`config.mk`:
```
export PLATFORM = sky130hd
export DESIGN_NAME = dc_slice_scheduler_flat
export DESIGN_NICKNAME = d
export VERILOG_FILES = /design/src/rtl/dc_slice_scheduler_if.sv /design/src/rtl/dc_slice_scheduler.sv /design/src/flat_wrapper.sv
export SDC_FILE = /design/constraint.sdc
export NUM_CORES = 1
export LEC_CHECK = 0
export ABC_AREA = 1
export CAP_MARGIN = 5
export CORE_ASPECT_RATIO = 1.4
export CORE_UTILIZATION = 37
export CTS_BUF_LIST = sky130_fd_sc_hd__clkbuf_4 sky130_fd_sc_hd__clkbuf_8
export DETAILED_ROUTE_END_ITERATION = 6
export HOLD_SLACK_MARGIN = 0.15
export PLACE_DENSITY = 0.54
export REMOVE_ABC_BUFFERS = 1
export SYNTH_ARGS = -nofsm -noshare
export SYNTH_HDL_FRONTEND = slang
export SYNTH_SLANG_ARGS = --single-unit
```
`constraint.sdc`:
```
create_clock -name clk -period 16.5 [get_ports clk]
set_clock_uncertainty 0.1 [all_clocks]
set_input_delay 3.3 -clock clk [delete_from_list [all_inputs] [get_ports clk]]
set_output_delay 3.3 -clock clk [all_outputs]
set_load 0.02 [all_outputs]
```
`src/rtl/dc_slice_scheduler_if.sv`:
```
`default_nettype none
// ============================================================================
// Module      : dc_slice_scheduler_if
// Description : Requester, encoder and codeword-stream signals of the DC
//               slice scheduler. master = scheduler side, slave = environment.
// Revision    : 1.0 - initial release
// ============================================================================
interface dc_slice_scheduler_if;
    logic               slice_start;
    logic        [5:0]  slice_blocks;
    logic               slice_busy;
    logic        [2:0]  comp_valid;
    logic        [2:0]  comp_ready;
    logic signed [19:0] y_coeff;
    logic signed [19:0] cb_coeff;
    logic signed [19:0] cr_coeff;
    logic               enc_valid;
    logic               enc_first;
    logic signed [19:0] enc_coeff;
    logic        [23:0] enc_code;
    logic        [4:0]  enc_len;
    logic               cw_valid;
    logic               cw_ready;
    logic        [23:0] cw_code;
    logic        [4:0]  cw_len;
    logic        [1:0]  cw_comp;
    logic               cw_last;
    logic               slice_done;
    logic        [15:0] bits_y;
    logic        [15:0] bits_cb;
    logic        [15:0] bits_cr;

    modport master (
        input  slice_start, slice_blocks, comp_valid, y_coeff, cb_coeff, cr_coeff,
               enc_code, enc_len, cw_ready,
        output slice_busy, comp_ready, enc_valid, enc_first, enc_coeff,
               cw_valid, cw_code, cw_len, cw_comp, cw_last, slice_done,
               bits_y, bits_cb, bits_cr
    );

    modport slave (
        output slice_start, slice_blocks, comp_valid, y_coeff, cb_coeff, cr_coeff,
               enc_code, enc_len, cw_ready,
        input  slice_busy, comp_ready, enc_valid, enc_first, enc_coeff,
               cw_valid, cw_code, cw_len, cw_comp, cw_last, slice_done,
               bits_y, bits_cb, bits_cr
    );
endinterface
`default_nettype wire

```
`src/rtl/dc_slice_scheduler.sv`:
```
`default_nettype none
// ============================================================================
// Module      : dc_slice_scheduler
// Description : Issues Y, Cb, Cr DC coefficients of a slice to the DC entropy
//               encoder under FIFO credit and queues returned codewords.
// Revision    : 1.0 - initial release
// ============================================================================
module dc_slice_scheduler #(
    parameter int ENC_LAT    = 4,
    parameter int FIFO_DEPTH = 8
) (
    input  logic                 clk,
    input  logic                 reset,
    dc_slice_scheduler_if.master bus
);
    localparam int            AW      = (FIFO_DEPTH > 1) ? $clog2(FIFO_DEPTH) : 1;
    localparam int            CW      = $clog2(FIFO_DEPTH + 1) + 1;
    localparam logic [CW-1:0] c_DEPTH = CW'(FIFO_DEPTH);
    localparam logic [AW-1:0] c_PMAX  = AW'(FIFO_DEPTH - 1);

    typedef enum logic [2:0] {
        IDLE     = 3'd0,
        ISSUE_Y  = 3'd1,
        ISSUE_CB = 3'd2,
        ISSUE_CR = 3'd3,
        DRAIN    = 3'd4
    } state_t;

    state_t             r_state, w_state_nxt;
    logic [5:0]         r_blk_total, r_blk_cnt;
    logic               r_busy, r_done;
    logic               w_start, w_issue, w_done_nxt, w_blk_last, w_credit_ok;
    logic [1:0]         w_comp;
    logic signed [19:0] w_coeff;
    logic [CW-1:0]      w_inflight, w_count_nxt, r_count;
    logic [ENC_LAT-1:0] r_tag_vld, r_tag_last;
    logic [1:0]         r_tag_comp [ENC_LAT];
    logic               w_push, w_pop, r_cw_valid;
    logic [AW-1:0]      r_wr_ptr, r_rd_ptr;
    logic [23:0]        r_mem_code [FIFO_DEPTH];
    logic [4:0]         r_mem_len  [FIFO_DEPTH];
    logic [1:0]         r_mem_comp [FIFO_DEPTH];
    logic               r_mem_last [FIFO_DEPTH];
    logic [15:0]        r_bits [3];
    logic [15:0]        w_bits_cur, w_bits_sat;
    logic [16:0]        w_bits_sum;

    always_comb begin
        w_inflight = '0;
        for (int i = 0; i < ENC_LAT; i++) w_inflight = w_inflight + CW'(r_tag_vld[i]);
    end

    assign w_credit_ok = (r_count + w_inflight) < c_DEPTH;
    assign w_blk_last  = (r_blk_cnt == r_blk_total - 6'd1);

    always_ff @(posedge clk or posedge reset) begin
        if (reset) r_state <= IDLE;
        else       r_state <= w_state_nxt;
    end

    always_comb begin
        w_state_nxt = r_state;
        w_start     = 1'b0;
        w_issue     = 1'b0;
        w_done_nxt  = 1'b0;
        w_comp      = 2'd0;
        w_coeff     = '0;
        case (r_state)
            IDLE: begin
                if (bus.slice_start && bus.slice_blocks != 6'd0) begin
                    w_start     = 1'b1;
                    w_state_nxt = ISSUE_Y;
                end
            end
            ISSUE_Y: begin
                w_comp  = 2'd0;
                w_coeff = bus.y_coeff;
                w_issue = bus.comp_valid[0] && w_credit_ok;
                if (w_issue && w_blk_last) w_state_nxt = ISSUE_CB;
            end
            ISSUE_CB: begin
                w_comp  = 2'd1;
                w_coeff = bus.cb_coeff;
                w_issue = bus.comp_valid[1] && w_credit_ok;
                if (w_issue && w_blk_last) w_state_nxt = ISSUE_CR;
            end
            ISSUE_CR: begin
                w_comp  = 2'd2;
                w_coeff = bus.cr_coeff;
                w_issue = bus.comp_valid[2] && w_credit_ok;
                if (w_issue && w_blk_last) w_state_nxt = DRAIN;
            end
            DRAIN: begin
                if (w_inflight == '0 && r_count == '0) begin
                    w_done_nxt  = 1'b1;
                    w_state_nxt = IDLE;
                end
            end
            default: w_state_nxt = IDLE;
        endcase
    end

    // Issue strobes are combinational so a coefficient reaches the encoder in the pop cycle.
    assign bus.comp_ready = w_issue ? (3'b001 << w_comp) : 3'b000;
    assign bus.enc_valid  = w_issue;
    assign bus.enc_first  = w_issue && (r_blk_cnt == 6'd0);
    assign bus.enc_coeff  = w_issue ? w_coeff : 20'sd0;

    always_ff @(posedge clk or posedge reset) begin
        if (reset) begin
            r_blk_total <= '0;
            r_blk_cnt   <= '0;
            r_busy      <= 1'b0;
            r_done      <= 1'b0;
        end else begin
            r_done <= w_done_nxt;
            if (w_start) begin
                r_blk_total <= bus.slice_blocks;
                r_blk_cnt   <= '0;
                r_busy      <= 1'b1;
            end else if (w_done_nxt) begin
                r_busy <= 1'b0;
            end
            if (w_issue) r_blk_cnt <= w_blk_last ? 6'd0 : r_blk_cnt + 6'd1;
        end
    end

    always_ff @(posedge clk or posedge reset) begin
        if (reset) begin
            r_tag_vld  <= '0;
            r_tag_last <= '0;
            for (int i = 0; i < ENC_LAT; i++) r_tag_comp[i] <= '0;
        end else begin
            r_tag_vld[0]  <= w_issue;
            r_tag_last[0] <= w_issue && w_blk_last;
            r_tag_comp[0] <= w_comp;
            for (int i = 1; i < ENC_LAT; i++) begin
                r_tag_vld[i]  <= r_tag_vld[i-1];
                r_tag_last[i] <= r_tag_last[i-1];
                r_tag_comp[i] <= r_tag_comp[i-1];
            end
        end
    end

    assign w_push      = r_tag_vld[ENC_LAT-1];
    assign w_pop       = r_cw_valid && bus.cw_ready;
    assign w_count_nxt = r_count + CW'(w_push) - CW'(w_pop);

    always_ff @(posedge clk or posedge reset) begin
        if (reset) begin
            r_wr_ptr   <= '0;
            r_rd_ptr   <= '0;
            r_count    <= '0;
            r_cw_valid <= 1'b0;
            for (int i = 0; i < FIFO_DEPTH; i++) begin
                r_mem_code[i] <= '0;
                r_mem_len[i]  <= '0;
                r_mem_comp[i] <= '0;
                r_mem_last[i] <= 1'b0;
            end
        end else begin
            if (w_push) begin
                r_mem_code[r_wr_ptr] <= bus.enc_code;
                r_mem_len[r_wr_ptr]  <= bus.enc_len;
                r_mem_comp[r_wr_ptr] <= r_tag_comp[ENC_LAT-1];
                r_mem_last[r_wr_ptr] <= r_tag_last[ENC_LAT-1];
                r_wr_ptr             <= (r_wr_ptr == c_PMAX) ? '0 : r_wr_ptr + AW'(1);
            end
            if (w_pop) r_rd_ptr <= (r_rd_ptr == c_PMAX) ? '0 : r_rd_ptr + AW'(1);
            r_count    <= w_count_nxt;
            r_cw_valid <= (w_count_nxt != '0);
        end
    end

    always @(posedge clk) begin
        if (!reset) assert (!(w_push && !w_pop && r_count == c_DEPTH));
    end

    always_comb begin
        w_bits_cur = r_bits[2];
        case (r_tag_comp[ENC_LAT-1])
            2'd0:    w_bits_cur = r_bits[0];
            2'd1:    w_bits_cur = r_bits[1];
            default: w_bits_cur = r_bits[2];
        endcase
        w_bits_sum = {1'b0, w_bits_cur} + 17'(bus.enc_len);
        w_bits_sat = w_bits_sum[16] ? 16'hFFFF : w_bits_sum[15:0];
    end

    always_ff @(posedge clk or posedge reset) begin
        if (reset) begin
            for (int c = 0; c < 3; c++) r_bits[c] <= '0;
        end else if (w_start) begin
            for (int c = 0; c < 3; c++) r_bits[c] <= '0;
        end else if (w_push) begin
            for (int c = 0; c < 3; c++)
                if (r_tag_comp[ENC_LAT-1] == 2'(c)) r_bits[c] <= w_bits_sat;
        end
    end

    assign bus.slice_busy = r_busy;
    assign bus.slice_done = r_done;
    assign bus.cw_valid   = r_cw_valid;
    assign bus.cw_code    = r_mem_code[r_rd_ptr];
    assign bus.cw_len     = r_mem_len[r_rd_ptr];
    assign bus.cw_comp    = r_mem_comp[r_rd_ptr];
    assign bus.cw_last    = r_mem_last[r_rd_ptr];
    assign bus.bits_y     = r_bits[0];
    assign bus.bits_cb    = r_bits[1];
    assign bus.bits_cr    = r_bits[2];
endmodule
`default_nettype wire

```
`src/flat_wrapper.sv`:
```
// flat-port wrapper written by rule: the top's interface ports become plain ports
module dc_slice_scheduler_flat 
#(
    parameter int ENC_LAT    = 4,
    parameter int FIFO_DEPTH = 8
)
  (clk, reset, bus_slice_start, bus_slice_blocks, bus_comp_valid, bus_y_coeff, bus_cb_coeff, bus_cr_coeff, bus_enc_code, bus_enc_len, bus_cw_ready, bus_slice_busy, bus_comp_ready, bus_enc_valid, bus_enc_first, bus_enc_coeff, bus_cw_valid, bus_cw_code, bus_cw_len, bus_cw_comp, bus_cw_last, bus_slice_done, bus_bits_y, bus_bits_cb, bus_bits_cr);
  dc_slice_scheduler_if bus_i ();
  input  logic clk;
  input  logic reset;
  input wire logic [$bits(bus_i.slice_start)-1:0] bus_slice_start;
  input wire logic [$bits(bus_i.slice_blocks)-1:0] bus_slice_blocks;
  input wire logic [$bits(bus_i.comp_valid)-1:0] bus_comp_valid;
  input wire logic [$bits(bus_i.y_coeff)-1:0] bus_y_coeff;
  input wire logic [$bits(bus_i.cb_coeff)-1:0] bus_cb_coeff;
  input wire logic [$bits(bus_i.cr_coeff)-1:0] bus_cr_coeff;
  input wire logic [$bits(bus_i.enc_code)-1:0] bus_enc_code;
  input wire logic [$bits(bus_i.enc_len)-1:0] bus_enc_len;
  input wire logic [$bits(bus_i.cw_ready)-1:0] bus_cw_ready;
  output wire logic [$bits(bus_i.slice_busy)-1:0] bus_slice_busy;
  output wire logic [$bits(bus_i.comp_ready)-1:0] bus_comp_ready;
  output wire logic [$bits(bus_i.enc_valid)-1:0] bus_enc_valid;
  output wire logic [$bits(bus_i.enc_first)-1:0] bus_enc_first;
  output wire logic [$bits(bus_i.enc_coeff)-1:0] bus_enc_coeff;
  output wire logic [$bits(bus_i.cw_valid)-1:0] bus_cw_valid;
  output wire logic [$bits(bus_i.cw_code)-1:0] bus_cw_code;
  output wire logic [$bits(bus_i.cw_len)-1:0] bus_cw_len;
  output wire logic [$bits(bus_i.cw_comp)-1:0] bus_cw_comp;
  output wire logic [$bits(bus_i.cw_last)-1:0] bus_cw_last;
  output wire logic [$bits(bus_i.slice_done)-1:0] bus_slice_done;
  output wire logic [$bits(bus_i.bits_y)-1:0] bus_bits_y;
  output wire logic [$bits(bus_i.bits_cb)-1:0] bus_bits_cb;
  output wire logic [$bits(bus_i.bits_cr)-1:0] bus_bits_cr;
  assign bus_i.slice_start = bus_slice_start;
  assign bus_i.slice_blocks = bus_slice_blocks;
  assign bus_i.comp_valid = bus_comp_valid;
  assign bus_i.y_coeff = bus_y_coeff;
  assign bus_i.cb_coeff = bus_cb_coeff;
  assign bus_i.cr_coeff = bus_cr_coeff;
  assign bus_i.enc_code = bus_enc_code;
  assign bus_i.enc_len = bus_enc_len;
  assign bus_i.cw_ready = bus_cw_ready;
  assign bus_slice_busy = bus_i.slice_busy;
  assign bus_comp_ready = bus_i.comp_ready;
  assign bus_enc_valid = bus_i.enc_valid;
  assign bus_enc_first = bus_i.enc_first;
  assign bus_enc_coeff = bus_i.enc_coeff;
  assign bus_cw_valid = bus_i.cw_valid;
  assign bus_cw_code = bus_i.cw_code;
  assign bus_cw_len = bus_i.cw_len;
  assign bus_cw_comp = bus_i.cw_comp;
  assign bus_cw_last = bus_i.cw_last;
  assign bus_slice_done = bus_i.slice_done;
  assign bus_bits_y = bus_i.bits_y;
  assign bus_bits_cb = bus_i.bits_cb;
  assign bus_bits_cr = bus_i.bits_cr;
  dc_slice_scheduler #(.ENC_LAT(ENC_LAT), .FIFO_DEPTH(FIFO_DEPTH)) u_core (.clk(clk), .reset(reset), .bus(bus_i));
endmodule
```
==> impl_metrics.tcl <==
set metrics [dict create \
    layout_setup_ws_ps 7420 \
    cts_resized 0 \
    dp_cells 2847 \
    track_usage_pct 20.2 \
    hpwl_um 28200 \
    firstDrtPassIters 5 \
    path_clk_slew_ps 50 \
    p_leak_nw 9.98 \
    vias 14700 \
    arrival_ps 5680 \
    synth.top_cells.by_area "dfrtp_1, nand2_1, o21ai_0" \
    ant_nets 0 \
    syn_area_um2 17000 \
    p_per_area_nw_per_um2 206 \
    cts_root_buf "clkbuf_8" \
    grt_max_degree 173 \
    start_util_pct 37.6 \
    chipHeight_um 256 \
    max_cap_violations 0 \
    worstHoldPathType "reg -> reg" \
    clockBufferDepth 3 \
    yosys_warnings 0 \
    place.gp.congestion 0.811 \
    layout_common_cells "nand2_1, o21ai_0, dfrtp_1" \
    cts_setup_buffers 0 \
    max_slew_margin_pct 28.0 \
    ys_ff_latch 349 \
    grt_antenna_before_repair 0 \
    status "finished clean" \
    areaGrowthSynthToFinish_pct 22.2 \
    ys_seq_area_share_pct 51.3 \
    wl_per_cell_um 15.8 \
    hold_ws_ps 247 \
    multi_input_area_um2 7080 \
    rsz0062_at_grt "no" \
    port_buffers 209 \
    viasPerCell 4.97 \
    layout.nets 2423 \
    finalNonFillerCells 2951 \
    fmax_ghz 0.110 \
    die_w_um 183 \
    finalCritPeriodShare_pct 55.1 \
    cts_tree "yes" \
    synth_area_leader_cell "dfrtp_1" \
    start_kind "input port" \
    numCtsBuffers 58 \
    slew_viol_final 0 \
    post-place-ws_ps 7430 \
    tightest_slew_ps 1080 \
    clock_latency_ps 620 \
    setup.worst_path.class "in -> out" \
    hold_buffers 0 \
    synth_top_area_share_pct 51.3 \
    finalCriticalPeriod_ps 9080 \
    fillers 4566 \
    synth_cell_types 39 \
    cts_max_level 2 \
    synth_cells 2132 \
    register_area_um2 8740 \
    ios 210 \
    drc 0 \
    num_rows 92 \
    crit_fanout 26 \
    drt_wl_total_um 46600 \
    final_common_cell "nand2_1" \
    overflow 0 \
    num_antenna_cells 0 \
    finalHoldViolCount 0 \
    avgSynthCellArea_um2 7.98 \
    setup_viol 0 \
    fp.coreArea_um2 45200 \
    grt_pass1_wl_um 76600 \
    drt_iter0_drc 815 \
    setup_tns_ps 0 \
    worstSetupEndpointType "output port" \
    drive_gt1_share_pct 8.03 \
    ir_drop_mv 0.0830 \
    cts.sinks 349 \
    grt_pass1_vias 14600 \
    cp.required_ps 13100 \
    die_area_um2 46900 \
]
## path summary, 6_finish.rpt
path	from	to	slack [ps]	cells after the start
worst max-delay path	bus_comp_valid[1]	bus_enc_coeff[17]	7420	8
worst min-delay path	u_core.r_tag_last[2]	u_core.r_tag_last[3]	250	0
worst max register to register	u_core.r_tag_comp[1]	u_core.bus.bits_y[1]	12580	18
worst min register to register	u_core.r_tag_last[2]	u_core.r_tag_last[3]	250	0
max in group asynchronous	reset	u_core.bus.bits_cr[6]	10770	4
min in group asynchronous	reset	u_core.r_mem_code[143]	3140	2
## final cells by class
class / count / share of cell area (%)
repair buffers: 228 / 10.8
flip-flops and latches: 349 / 42.0
inverters: 193 / 3.53
clock buffers: 95 / 5.68
multi-input cells: 1466 / 34.0
clock inverters: 9 / 0.235
well taps: 611 / 3.68
## worst max-delay path, cell delays in order
cell,delay (ps)
clkdlybuf4s50_1,450
inv_1,50
nor3_1,270
nor2_1,80
nand2_1,620
o21ai_0,210
inv_1,100
clkdlybuf4s50_1,600
## registers in the layout, summed over array words and instances (netlist names), 5 cells and up
register / count
u_core.bus.bits_cr: 16
u_core.r_blk_total: 6
u_core.r_blk_cnt: 6
u_core.bus.bits_cb: 16
u_core.r_mem_comp: 16
u_core.r_mem_code: 192
u_core.r_mem_last: 8
u_core.r_tag_comp: 8
u_core.r_count: 5
u_core.bus.bits_y: 16
u_core.r_mem_len: 40
## cells in the mapped netlist
master	n
nand2_1	561
o21ai_0	357
dfrtp_1	349
nor2_1	255
inv_1	180
clkbuf_1	101
nand3_1	68
a31oi_1	33
o211ai_1	32
o32ai_1	32
ha_1	22
nand3_2	15
inv_2	12
buf_1	10
o21ai_1	10
a21oi_1	9
buf_2	8
xor2_1	8
a22o_1	7
nor2_2	6
xnor2_1	6
nand4_1	5
nor3_2	5
or2_1	5
buf_6	4
nand2_2	4
nor2_4	4
o22ai_1	4
fa_1	3
nor3_1	3
o21ai_2	3
o21bai_1	3
o21a_1	2
a21oi_2	1
a21oi_4	1
buf_4	1
clkinv_1	1
nand3_4	1
or2_2	1
## power by group
group	internal, mW	switching, mW
clock network	0.450	0.352
registers	1.21	0.241
logic	0.785	1.25
total	2.45	1.84
## through the flow
step	total power, mW	utilization [%]	area, µm²
global route	4.66	46.0	20800
global placement	3.48	43.3	19600
detailed placement	3.52	43.3	19600
floorplan	2.76	-	16500
CTS	4.35	46.0	20800
finish	4.29	46.0	20800
## metal layers
metal | track usage [%] | vias to the layer above | share of wire [%]
met2 | 35.8 | 338 | 50
met3 | 3.17 | 79 | 4.6
li1 | - | 7250 | -
met1 | 25.1 | 7013 | 44
met4 | 5.67 | 0 | 2.3
met5 | 0 | - | 0
## cells by family (layout without fill, tap and decap cells)
kind of cell | Yosys count | count (layout) | share of synthesized area [%]
simple gates | 933 | 933 | 22.4
compound gates | 494 | 494 | 16.4
flops | 349 | 349 | 51.3
buf+inv | 317 | 525 | 7.25
fa+ha+maj | 25 | 25 | 1.97
xor+xnor | 14 | 14 | 0.720
Power figures use the tool's default switching activity.
